File: src/rtl/alu_cmd_ctrl.sv
// rtl/alu_cmd_ctrl.sv - byte-frame command parser that drives the ALU and returns its 16-bit result as two TX bytes
module alu_cmd_ctrl #(
    parameter int          TIMEOUT  = 8,
    parameter logic [7:0]  ERR_BYTE = 8'hEE
) (
    input  logic        CLK,
    input  logic        RST,
    input  logic [7:0]  RX_P_DATA,
    input  logic        RX_D_VLD,
    input  logic [15:0] ALU_OUT,
    input  logic        OUT_Valid,
    input  logic        FIFO_FULL,
    output logic [7:0]  ALU_A,
    output logic [7:0]  ALU_B,
    output logic [3:0]  ALU_FUN,
    output logic        ALU_EN,
    output logic [7:0]  TX_P_DATA,
    output logic        TX_D_VLD,
    output logic        CTRL_BUSY
);

    localparam int                CNT_W    = ($clog2(TIMEOUT) > 0) ? $clog2(TIMEOUT) : 1;
    localparam logic [CNT_W-1:0]  CNT_TERM = CNT_W'(TIMEOUT - 1);
    localparam logic [7:0]        CMD_FULL = 8'hCC;
    localparam logic [7:0]        CMD_REUSE = 8'hDD;

    typedef enum logic [3:0] {
        S_IDLE,
        S_GET_A,
        S_GET_B,
        S_GET_FUN,
        S_ALU_GO,
        S_ALU_WAIT,
        S_SEND_LO,
        S_SEND_HI,
        S_SEND_ERR
    } state_t;

    state_t            state_q, state_d;
    logic [7:0]        alu_a_q, alu_a_d;
    logic [7:0]        alu_b_q, alu_b_d;
    logic [3:0]        alu_fun_q, alu_fun_d;
    logic [15:0]       result_q, result_d;
    logic [7:0]        tx_data_q, tx_data_d;
    logic [CNT_W-1:0]  cnt_q, cnt_d;
    logic              send_st;
    logic              tx_vld;

    // The TX strobe must react to FIFO_FULL in the same cycle, so it stays combinational.
    assign send_st = (state_q == S_SEND_LO) || (state_q == S_SEND_HI) || (state_q == S_SEND_ERR);
    assign tx_vld  = send_st && !FIFO_FULL;

    always_comb begin
        state_d   = state_q;
        alu_a_d   = alu_a_q;
        alu_b_d   = alu_b_q;
        alu_fun_d = alu_fun_q;
        result_d  = result_q;
        tx_data_d = tx_data_q;
        cnt_d     = cnt_q;
        case (state_q)
            S_IDLE: begin
                if (RX_D_VLD) begin
                    if (RX_P_DATA == CMD_FULL) begin
                        state_d = S_GET_A;
                    end else if (RX_P_DATA == CMD_REUSE) begin
                        state_d = S_GET_FUN;
                    end
                end
            end
            S_GET_A: begin
                if (RX_D_VLD) begin
                    alu_a_d = RX_P_DATA;
                    state_d = S_GET_B;
                end
            end
            S_GET_B: begin
                if (RX_D_VLD) begin
                    alu_b_d = RX_P_DATA;
                    state_d = S_GET_FUN;
                end
            end
            S_GET_FUN: begin
                if (RX_D_VLD) begin
                    alu_fun_d = RX_P_DATA[3:0];
                    if (RX_P_DATA[3:0] == 4'hF) begin
                        tx_data_d = ERR_BYTE;
                        state_d   = S_SEND_ERR;
                    end else begin
                        state_d = S_ALU_GO;
                    end
                end
            end
            S_ALU_GO: begin
                cnt_d   = '0;
                state_d = S_ALU_WAIT;
            end
            S_ALU_WAIT: begin
                // A result arriving on the terminal count still beats the timeout.
                if (OUT_Valid) begin
                    result_d  = ALU_OUT;
                    tx_data_d = ALU_OUT[7:0];
                    state_d   = S_SEND_LO;
                end else if (cnt_q == CNT_TERM) begin
                    tx_data_d = ERR_BYTE;
                    state_d   = S_SEND_ERR;
                end else begin
                    cnt_d = cnt_q + CNT_W'(1);
                end
            end
            S_SEND_LO: begin
                if (tx_vld) begin
                    tx_data_d = result_q[15:8];
                    state_d   = S_SEND_HI;
                end
            end
            S_SEND_HI, S_SEND_ERR: begin
                if (tx_vld) begin
                    state_d = S_IDLE;
                end
            end
            default: begin
                state_d = S_IDLE;
            end
        endcase
    end

    always_ff @(posedge CLK or negedge RST) begin
        if (!RST) begin
            state_q   <= S_IDLE;
            alu_a_q   <= '0;
            alu_b_q   <= '0;
            alu_fun_q <= '0;
            result_q  <= '0;
            tx_data_q <= '0;
            cnt_q     <= '0;
        end else begin
            state_q   <= state_d;
            alu_a_q   <= alu_a_d;
            alu_b_q   <= alu_b_d;
            alu_fun_q <= alu_fun_d;
            result_q  <= result_d;
            tx_data_q <= tx_data_d;
            cnt_q     <= cnt_d;
        end
    end

    assign ALU_A     = alu_a_q;
    assign ALU_B     = alu_b_q;
    assign ALU_FUN   = alu_fun_q;
    assign ALU_EN    = (state_q == S_ALU_GO);
    assign TX_P_DATA = tx_data_q;
    assign TX_D_VLD  = tx_vld;
    assign CTRL_BUSY = (state_q != S_IDLE);

endmodule

File: config.mk
export PLATFORM = sky130hd
export DESIGN_NAME = alu_cmd_ctrl
export DESIGN_NICKNAME = d
export VERILOG_FILES = /design/src/rtl/alu_cmd_ctrl.sv
export SDC_FILE = /design/constraint.sdc
export NUM_CORES = 1
export LEC_CHECK = 0
export ABC_CLOCK_PERIOD_IN_PS = 2450
export CAP_MARGIN = 20
export CORE_AREA = 5 5 74 76
export DETAILED_ROUTE_END_ITERATION = 8
export DIE_AREA = 0 0 79 81
export PLACE_DENSITY = 0.78
export SLEW_MARGIN = 10
export SYNTH_ARGS = -nofsm -noshare
export SYNTH_HDL_FRONTEND = slang
export SYNTH_SLANG_ARGS = --single-unit
File: constraint.sdc
create_clock -name CLK -period 2.45 [get_ports CLK]
set_clock_uncertainty 0.2 [all_clocks]
set_input_delay 0.49 -clock CLK [delete_from_list [all_inputs] [get_ports CLK]]
set_output_delay 0.49 -clock CLK [all_outputs]
set_load 0.005 [all_outputs]
# Yosys cells after proc, flatten, opt, wreduce, memory -nomap -nowiden
# Index checks and enable logic that the tools add are counted.
# classes
add_sub_neg,1
eq_ne,23
muxes,21
n_reduce_logical,16
# ops
cell,n
4-bit two-way mux,11
8-bit two-way mux,5
4-bit case mux with 8 select lines,1
8-bit case mux with 3 select lines,1
2-bit != test (second input constant),9
4-bit by 3-bit == test with 1-bit output (second input constant),4
8-bit == test (second input constant),2
4-bit by 2-bit == test with 1-bit output (second input constant),2
4-bit == test (second input constant),2
2-bit AND reduction,4
8-bit AND reduction,1
3-bit two-way mux,2
3-bit != test (second input constant),2
3-bit case mux with 2 select lines,1
5-bit AND reduction,1
4-bit by 1-bit == test with 1-bit output (second input constant),1
4-bit zero test,1
4-bit nonzero test,1
3-bit by 1-bit adder with 3-bit output (second input constant),1
3-bit == test (second input constant),1
3-bit AND reduction,1
3-bit nonzero test,1
1-bit logical OR,2
2-bit nonzero test,1
3 further kinds,3
# totals
reg_bits,51
in_bits,29
out_inout_bits,31

# Logic depth before layout (Yosys ltp)
# Gate-level depths: netlist of the first run.
# depth
depth_word,6
ltp_mapped,7

# Least setup slack after synthesis of the first run
# Ideal clock, no wire load.
# synth_timing
kind,register -> register
start,register cnt_q[0]
end,register tx_data_q[0] (netlist: TX_P_DATA[0])
setup_ps,125
t_arrival_ps,1476
path_slack_ps,649
path_stages_with_launch,7
path_buffers,0
period_less_slack_ps,1801
path_cell_list,dfrtp_1 ha_1 ha_1 nor2_1 nand2_2 nand4_4 mux2_2
# synth_between
elab_chain_len,3
# synth_rtl
item,line_no,source
"start, declared",45,"logic [CNT_W-1:0] cnt_q, cnt_d;"
"start signal, assigned",144,cnt_q <= cnt_d;
3-bit == test,104,end else if (cnt_q == CNT_TERM) begin
3-bit != test (no source line),n/a,
5-bit AND reduction (no source line),n/a,
"end signal, assigned",143,tx_data_q <= tx_data_d;
"end, declared",44,"logic [7:0] tx_data_q, tx_data_d;"
# No other way between the ends.
# A chain may end at the register's enable or synchronous reset.

# Final worst setup path of the first run
# layout_timing
start,register state_q[2]
end,output TX_D_VLD
# layout_between
elab_chain_len,4
elab_cells_between_ends,6
# layout_rtl
item,line_no,source
"start, declared",39,"state_t state_q, state_d;"
"start signal, assigned",138,state_q <= state_d;
4-bit by 3-bit == test with 1-bit output,50,assign send_st = (state_q == S_SEND_LO) || (state_q == S_SEND_HI) || (state_q == S_SEND_ERR);
1-bit logical OR,50,
1-bit logical OR (*),50,
1-bit logical AND (*),51,assign tx_vld = send_st && !FIFO_FULL;
"end, declared",18,"output logic TX_D_VLD,"
# Mark *: on every way between the ends. The rest lies on a longest branch, timed or not.

==> results of run 1 <==
## cell usage in the layout, fill, tap and decap left out, types with 2 or more instances in the layout
cell type	n
clkdlybuf4s50_1	57
dfrtp_1	41
mux2_2	36
buf_4	16
nand3_1	11
nand2_1	10
o21ai_0	9
clkbuf_8	5
nor2_1	4
nand4_1	4
nand3b_1	3
inv_1	3
nor2b_1	3
a21oi_1	3
a21oi_2	2
nand3_2	2
xnor2_1	2
a32o_1	2
nand2b_1	2
ha_1	2
bufinv_16	2
dfrtp_2	2
## metal layers
| layer | routed length (um) | up-vias | GRT usage (%) |
|---|---|---|---|
| met5 | 0 | - | 0 |
| met4 | 102 | 0 | 7.045 |
| met3 | 163 | 9 | 3.880 |
| met2 | 2535 | 44 | 26.18 |
| met1 | 2377 | 855 | 22.64 |
| li1 | - | 791 | - |
## repair_timing
| item | in CTS | in global routing |
|---|---|---|
| endpoints found under the setup margin | 2 | 3 |
| gates resized for setup | 2 | 2 |
| buffers inserted | 3 | 5 |
| hold buffers | 1 | 0 |
| endpoints found under the hold margin | 19 | 0 |
| pin swaps | 0 | 1 |
## layout make-up
class                      count  share of cell area (%)
sequential                    43                   35.27
timing repair buffer          77                   24.14
clock buffer                   6                   2.373
tap                           54                   2.209
multi-input combinational    120                   33.67
inverter                       3                  0.3682
clock inverter                 2                   1.964
## worst max-delay path by stage
stage               slack, ps    startpoint            to
finish                     90    state_q[2]      TX_D_VLD
global route               20    state_q[2]      TX_D_VLD
CTS                        20    state_q[1]     CTRL_BUSY
detailed placement        140  RX_P_DATA[1]  TX_P_DATA[6]
global placement          170     FIFO_FULL      TX_D_VLD
floorplan                 650      cnt_q[0]  TX_P_DATA[0]
## state kept, by name (all words and copies together) (netlist names)
name and count:
ALU_A 8, ALU_B 8, TX_P_DATA 8, result_q 8
ALU_FUN 4, state_q 4, cnt_q 3
## power by group through the flow
stage	Combinational (W)	Clock (W)	Sequential, W
4_1_cts	0.00170	0.000660	0.00124
3_5_place_dp	0.00166	0	0.00126
3_3_place_gp	0.00162	0	0.00125
5_1_grt	0.00189	0.000689	0.00127
6_report	0.00175	0.000653	0.00123
2_1_floorplan	0.000985	0	0.00121
## cell families (layout without fill, tap and decap cells)
kind of cell | Yosys count | in the layout
buffers and inverters | 11 | 88
adder cells (fa/ha/maj) | 2 | 2
XOR/XNOR | 2 | 2
AND/OR/NAND/NOR | 53 | 53
AO/OA/AOI/OAI | 25 | 25
flip-flops | 43 | 43
multiplexers | 38 | 38
## worst reg2reg max path, delay by kind of cell (launching register included)
family	cells	cell delay (ps)
simple gates	3	830
buf+inv	3	430
flops	1	390
mux	1	360
## stage by stage
step / setup slack, ps / hold WS (ps)
2_1_floorplan: 649.2 / -5.591
5_1_grt: 16.99 / 328.2
3_3_place_gp: 170.1 / 274.0
6_report: 91.67 / 306.7
4_1_cts: 20.35 / 311.7
3_5_place_dp: 143.4 / 280.1
==> run metrics, run 1 <==
Slowest-stage cell, CP clkdlybuf4s50_1; Synth cell types 45; mux cell area share after synthesis 20.42%; vias 1699; Top delay family on crit path buffers and inverters; worst path required time 1760 ps; slew at the pin closest to its max-slew limit 489.4 ps; static leakage 1.256 nW; first-pass GRT wire length 8369 um; die area 6399 um2; Overflow after GRT 0; Clock Pin Slew Worst Setup and Hold Paths 80 ps; Hold Fails Final Rpt 0; Post-Synth Simple-Gate Area 16.44%; Critical Path Max Stage Delay 500 ps; Max-slew headroom 67.28%; hold endpoint ALU_A[1]; crit-path cells buf_4 -> nand3b_1 -> a21oi_2 -> clkdlybuf4s50_1; switching power 0.001129 W; Worst Path Arrival 1670 ps; DRT Pass-1 Iters 4; Compound-Gate Fraction of Synth Area 8.478%; # fillers 353; post-synth top area share 49.60%; Antenna Cells 0; Sink Count 43; fin. max-slew vios 0; placed instance count 288; root buf cell clkbuf_8; fin area 3058 um2; Worst Reg-to-Reg Cells 7; post-layout util 65.61%; P_int 0.002503 W; hold depth 1; combinational group share of total power 48.1%; sw frac 31.09%; FF+latch area 1079 um2; Die Span Y 81 um; Ys Warns 0; Die Wd 79 um; critical path depth 4; I/O pin total 60; Flop pwr share 33.9%; IO buf count 59; antenna-violating nets left 0; Setup TNS 0 ps; final setup vio count 0; layout cells sized above 1 32.67%; Non-Filler Instances 305; GPL Wtd Cong 0.8594; First DRT Iteration DRCs 106; HP Start ALU_A[1]; area of the multi-input gates 1030 um2; Tcrit/Tclk final 96.26%; Cells after Synth 174; Worst R2R Start state_q[3]; Synth area leaders dfrtp_1 (50%), mux2_2 (19%), nand3_1 (2.5%); core area 4661 um2; ys async rst share 100.0%; DP Area 2846 um2; Overall Power 0.003632 W; drt drc 0; Synth Area in Adders 1.153%; Final Critical Period 2358 ps; synthesized cell area 2170 um2; HP Class reg2reg; TritonCTS Buffers 5; Buf/Inv on CP 2; xor and xnor area share after synthesis 0.8074%; CTS tree done; maximum VDD drop 0.0007178 V; worst-skew pair later-pin latency 300 ps; unrepaired setup endpoints after global routing no; Tot GR Track Use 16.82%; main combinational cell family by area after synthesis multiplexers; Crit Path Max Fanout 6; largest net degree at the start of global routing 25; Layout area overhead 40.95%; status finished clean; CTS Buffer Depth 2; layout net count 281; CP endpoint kind output pin; register area share after synthesis 49.60%; top-count cell post-synth dfrtp_1; H-tree lvl count 2; final wirelength 5179 um; Post-Syn Area per Cell 12.47 um2; Rows 25; cell taking the most area after synthesis dfrtp_1; Detail Placement HPWL 3802 um; Max-cap violations 0; initial antenna violation count 0; Post-synth EDFFs 0; post-synthesis register bit count 43; Cell Pwr Density 1188 nW/um2; RR Endpoint TX_P_DATA[2]; synth cell count leaders dfrtp_1 (43), mux2_2 (36), nand3_1 (11); via/cell ratio 5.570; Worst R2R Setup Slack 120 ps; vias in the first global route 1694; Starting Density 46.55%; WS Path Type reg2out; clock power share 18.0%; routed wire length per instance 16.98 um; Max Fclk 0.4240 GHz; Worst setup SP type flip-flop; Main synth FF type dfrtp_1; Net Count, Synth 205
No activity file was read; power rests on OpenSTA's default activity.
==> inputs of run 2 (changes only) <==
- ABC_CLOCK_PERIOD_IN_PS: 2450 -> not set
==> results of run 2 <==
Same layout as run 1: the final DEF is identical, and so are final timing and power.
==> inputs of run 3 (changes only) <==
- GPL_TIMING_DRIVEN: not set -> 1
- PLACE_DENSITY: 0.78 -> 0.79
==> run 3 against run 2 <==
  * Utilization decreased by 1.8 points
  * Critical path depth unchanged
  * Register-to-register slack better by 170 ps
  * Non-clock buffer count shrank 3
  * Global-route usage rose by 0.41 points
  * Clock-buffer cell count down 1
  * Via count shrank 3.2%
  * Critical path type unchanged
  * Highest routed layer unchanged
==> run metrics, run 3 (synthesis gave the netlist of run 1 again) <==
H-tree lvl count 2 (unchanged); Overflow after GRT 0 (unchanged); largest net degree at the start of global routing 44 (+76%); slew at the pin closest to its max-slew limit 538.4 ps (+48.96 ps); Max Fclk 0.4367 GHz (+3.0%); Antenna Cells 0 (unchanged); most frequent cells in the layout clkdlybuf4s50_1 (56), dfrtp_1 (41), mux2_2 (36), buf_4 (15), nand3_1 (11); Worst setup SP type flip-flop; Max-cap violations 0 (unchanged); combinational group share of total power 51.2% (+3.1 points); layout cells sized above 1 33.06% (+0.40 points); HP Class in2async; core area 4661 um2 (unchanged); hold-fix buffer count after cts 0 (-1); clock power share 12.8% (-5.2 points); most common cell after layout, fill and taps aside clkdlybuf4s50_1; fin. max-slew vios 0 (unchanged); first-pass GRT wire length 8549 um (+2.2%); die area 6399 um2 (unchanged); # fillers 375 (+6.2%); TritonCTS Buffers 5 (unchanged); maximum VDD drop 0.0006739 V (-6.1%); Final Critical Period 2290 ps (-68.19 ps); routed wire length per instance 17.01 um (+0.15%); Detail Placement HPWL 3880 um (+2.1%); Crit Path Max Fanout 5 (-1); switching power 0.001113 W (-1.4%); First DRT Iteration DRCs 141 (+33%); vias 1645 (-3.2%); Tot GR Track Use 17.23% (+0.41 points); Hold Fails Final Rpt 0 (unchanged); Clock Pin Slew Worst Setup and Hold Paths 80 ps (about the same); WS Path Type reg2out; CP endpoint kind output pin; Tcrit/Tclk final 93.47% (-2.8 points); final setup vio count 0 (unchanged); vias in the first global route 1723 (+1.7%); via/cell ratio 5.447 (-2.2%); CTS Buffer Depth 2 (unchanged); Sink Count 43 (unchanged); Worst Path Arrival 1600 ps (-70 ps); Starting Density 46.55% (unchanged); Layout area overhead 37.02%; static leakage 1.231 nW (-2.0%); Die Span Y 81 um (unchanged); final wirelength 5136 um (-0.83%); Overall Power 0.003383 W (-6.8%); antenna-violating nets left 0 (unchanged); root buf cell clkbuf_8; post-layout util 63.79% (-1.8 points); Setup TNS 0 ps (unchanged); I/O pin total 60 (unchanged); initial antenna violation count 0 (unchanged); layout net count 278 (-1.1%); Cell Pwr Density 1138 nW/um2 (-4.2%); GPL Wtd Cong 0.8470 (-1.4%); drt drc 0 (unchanged); status finished clean; Flop pwr share 36.0% (+2.1 points); Max-slew headroom 64.11% (-3.2 points); DRT Pass-1 Iters 4 (unchanged); sw frac 32.90% (+1.8 points); unrepaired setup endpoints after global routing no; worst path required time 1760 ps (about the same); P_int 0.002270 W (-9.3%); Die Wd 79 um (unchanged); Rows 25 (unchanged); placed instance count 290 (+0.69%); CTS tree done; IO buf count 59 (unchanged); worst-skew pair later-pin latency 290 ps (about the same); Non-Filler Instances 302 (-0.98%)
[run 3: cell types whose count changed in the layout (fill, tap and decap cells not counted)]
cell | before | now
buf_12 | 1 | 0
buf_4 | 16 | 15
bufinv_16 | 2 | 0
clkbuf_1 | 1 | 0
clkdlybuf4s50_1 | 57 | 56
clkinv_2 | 0 | 3
dlygate4sd2_1 | 0 | 1
dlygate4sd3_1 | 1 | 0
nor2_1 | 4 | 3
nor2_2 | 1 | 2
[run 3: layer usage]
| layer | GRT usage [%] | part of all wire (%) |
|---|---|---|
| met4 | 6.186 | 2.0 |
| met3 | 4.213 | 4.5 |
| met1 | 21.63 | 42 |
| met2 | 29.04 | 51 |
| met5 | 0 | 0 |
[run 3: repair_timing]
action | 4_1_cts | 5_1_grt
pin swaps | 0 | 1
buffers inserted | 1 | 3
setup endpoints to repair | 1 | 2
gates resized for setup | 2 | 4
[run 3: power groups by stage]
stage / Sequential [W] / Combinational, W / Clock (W)
global placement: 0.00124 / 0.00165 / 0
global route: 0.00126 / 0.00189 / 0.000480
detailed placement: 0.00125 / 0.00168 / 0
floorplan: 0.00121 / 0.000985 / 0
finish: 0.00122 / 0.00173 / 0.000434
CTS: 0.00123 / 0.00171 / 0.000442
[run 3: path summary, 6_finish.rpt]
path,from,endpoint,slack (ps),cells after the start
worst max-delay path,state_q[0],ALU_EN,160,4
worst min-delay path,RST,ALU_B[2],50,2
worst max register to register,state_q[2],state_q[2],290,6
worst min register to register,ALU_A[4],ALU_A[4],310,1
max in group asynchronous,RST,state_q[2],1600,2
min in group CLK,ALU_A[4],ALU_A[4],310,1
[run 3: final cells by class]
| class | count | area [um2] | share of cell area, % |
|---|---|---|---|
| multi-input cells | 120 | 1032 | 34.72 |
| well taps | 54 | 67.56 | 2.273 |
| clock inverters | 3 | 15.01 | 0.5051 |
| flip-flops and latches | 43 | 1079 | 36.28 |
| clock buffers | 5 | 68.82 | 2.315 |
| inverters | 3 | 11.26 | 0.3788 |
| repair buffers | 74 | 699.4 | 23.53 |
[run 3: critical path, cell delays in order, from the launching register on]
cell             delay [ps]
dfrtp_1                 410
nor2_2                  130
nand3b_1                180
inv_1                    90
clkdlybuf4s50_1         490
[run 3: stage by stage]
step	worst slack, ps	hold slack (ps)	instance area, um2
2_1_floorplan	649.2	-5.591	2170
3_3_place_gp	98.82	287.0	2849
3_5_place_dp	88.29	291.9	2849
4_1_cts	16.52	71.59	2940
5_1_grt	27.47	98.43	2973
6_report	159.9	51.45	2973
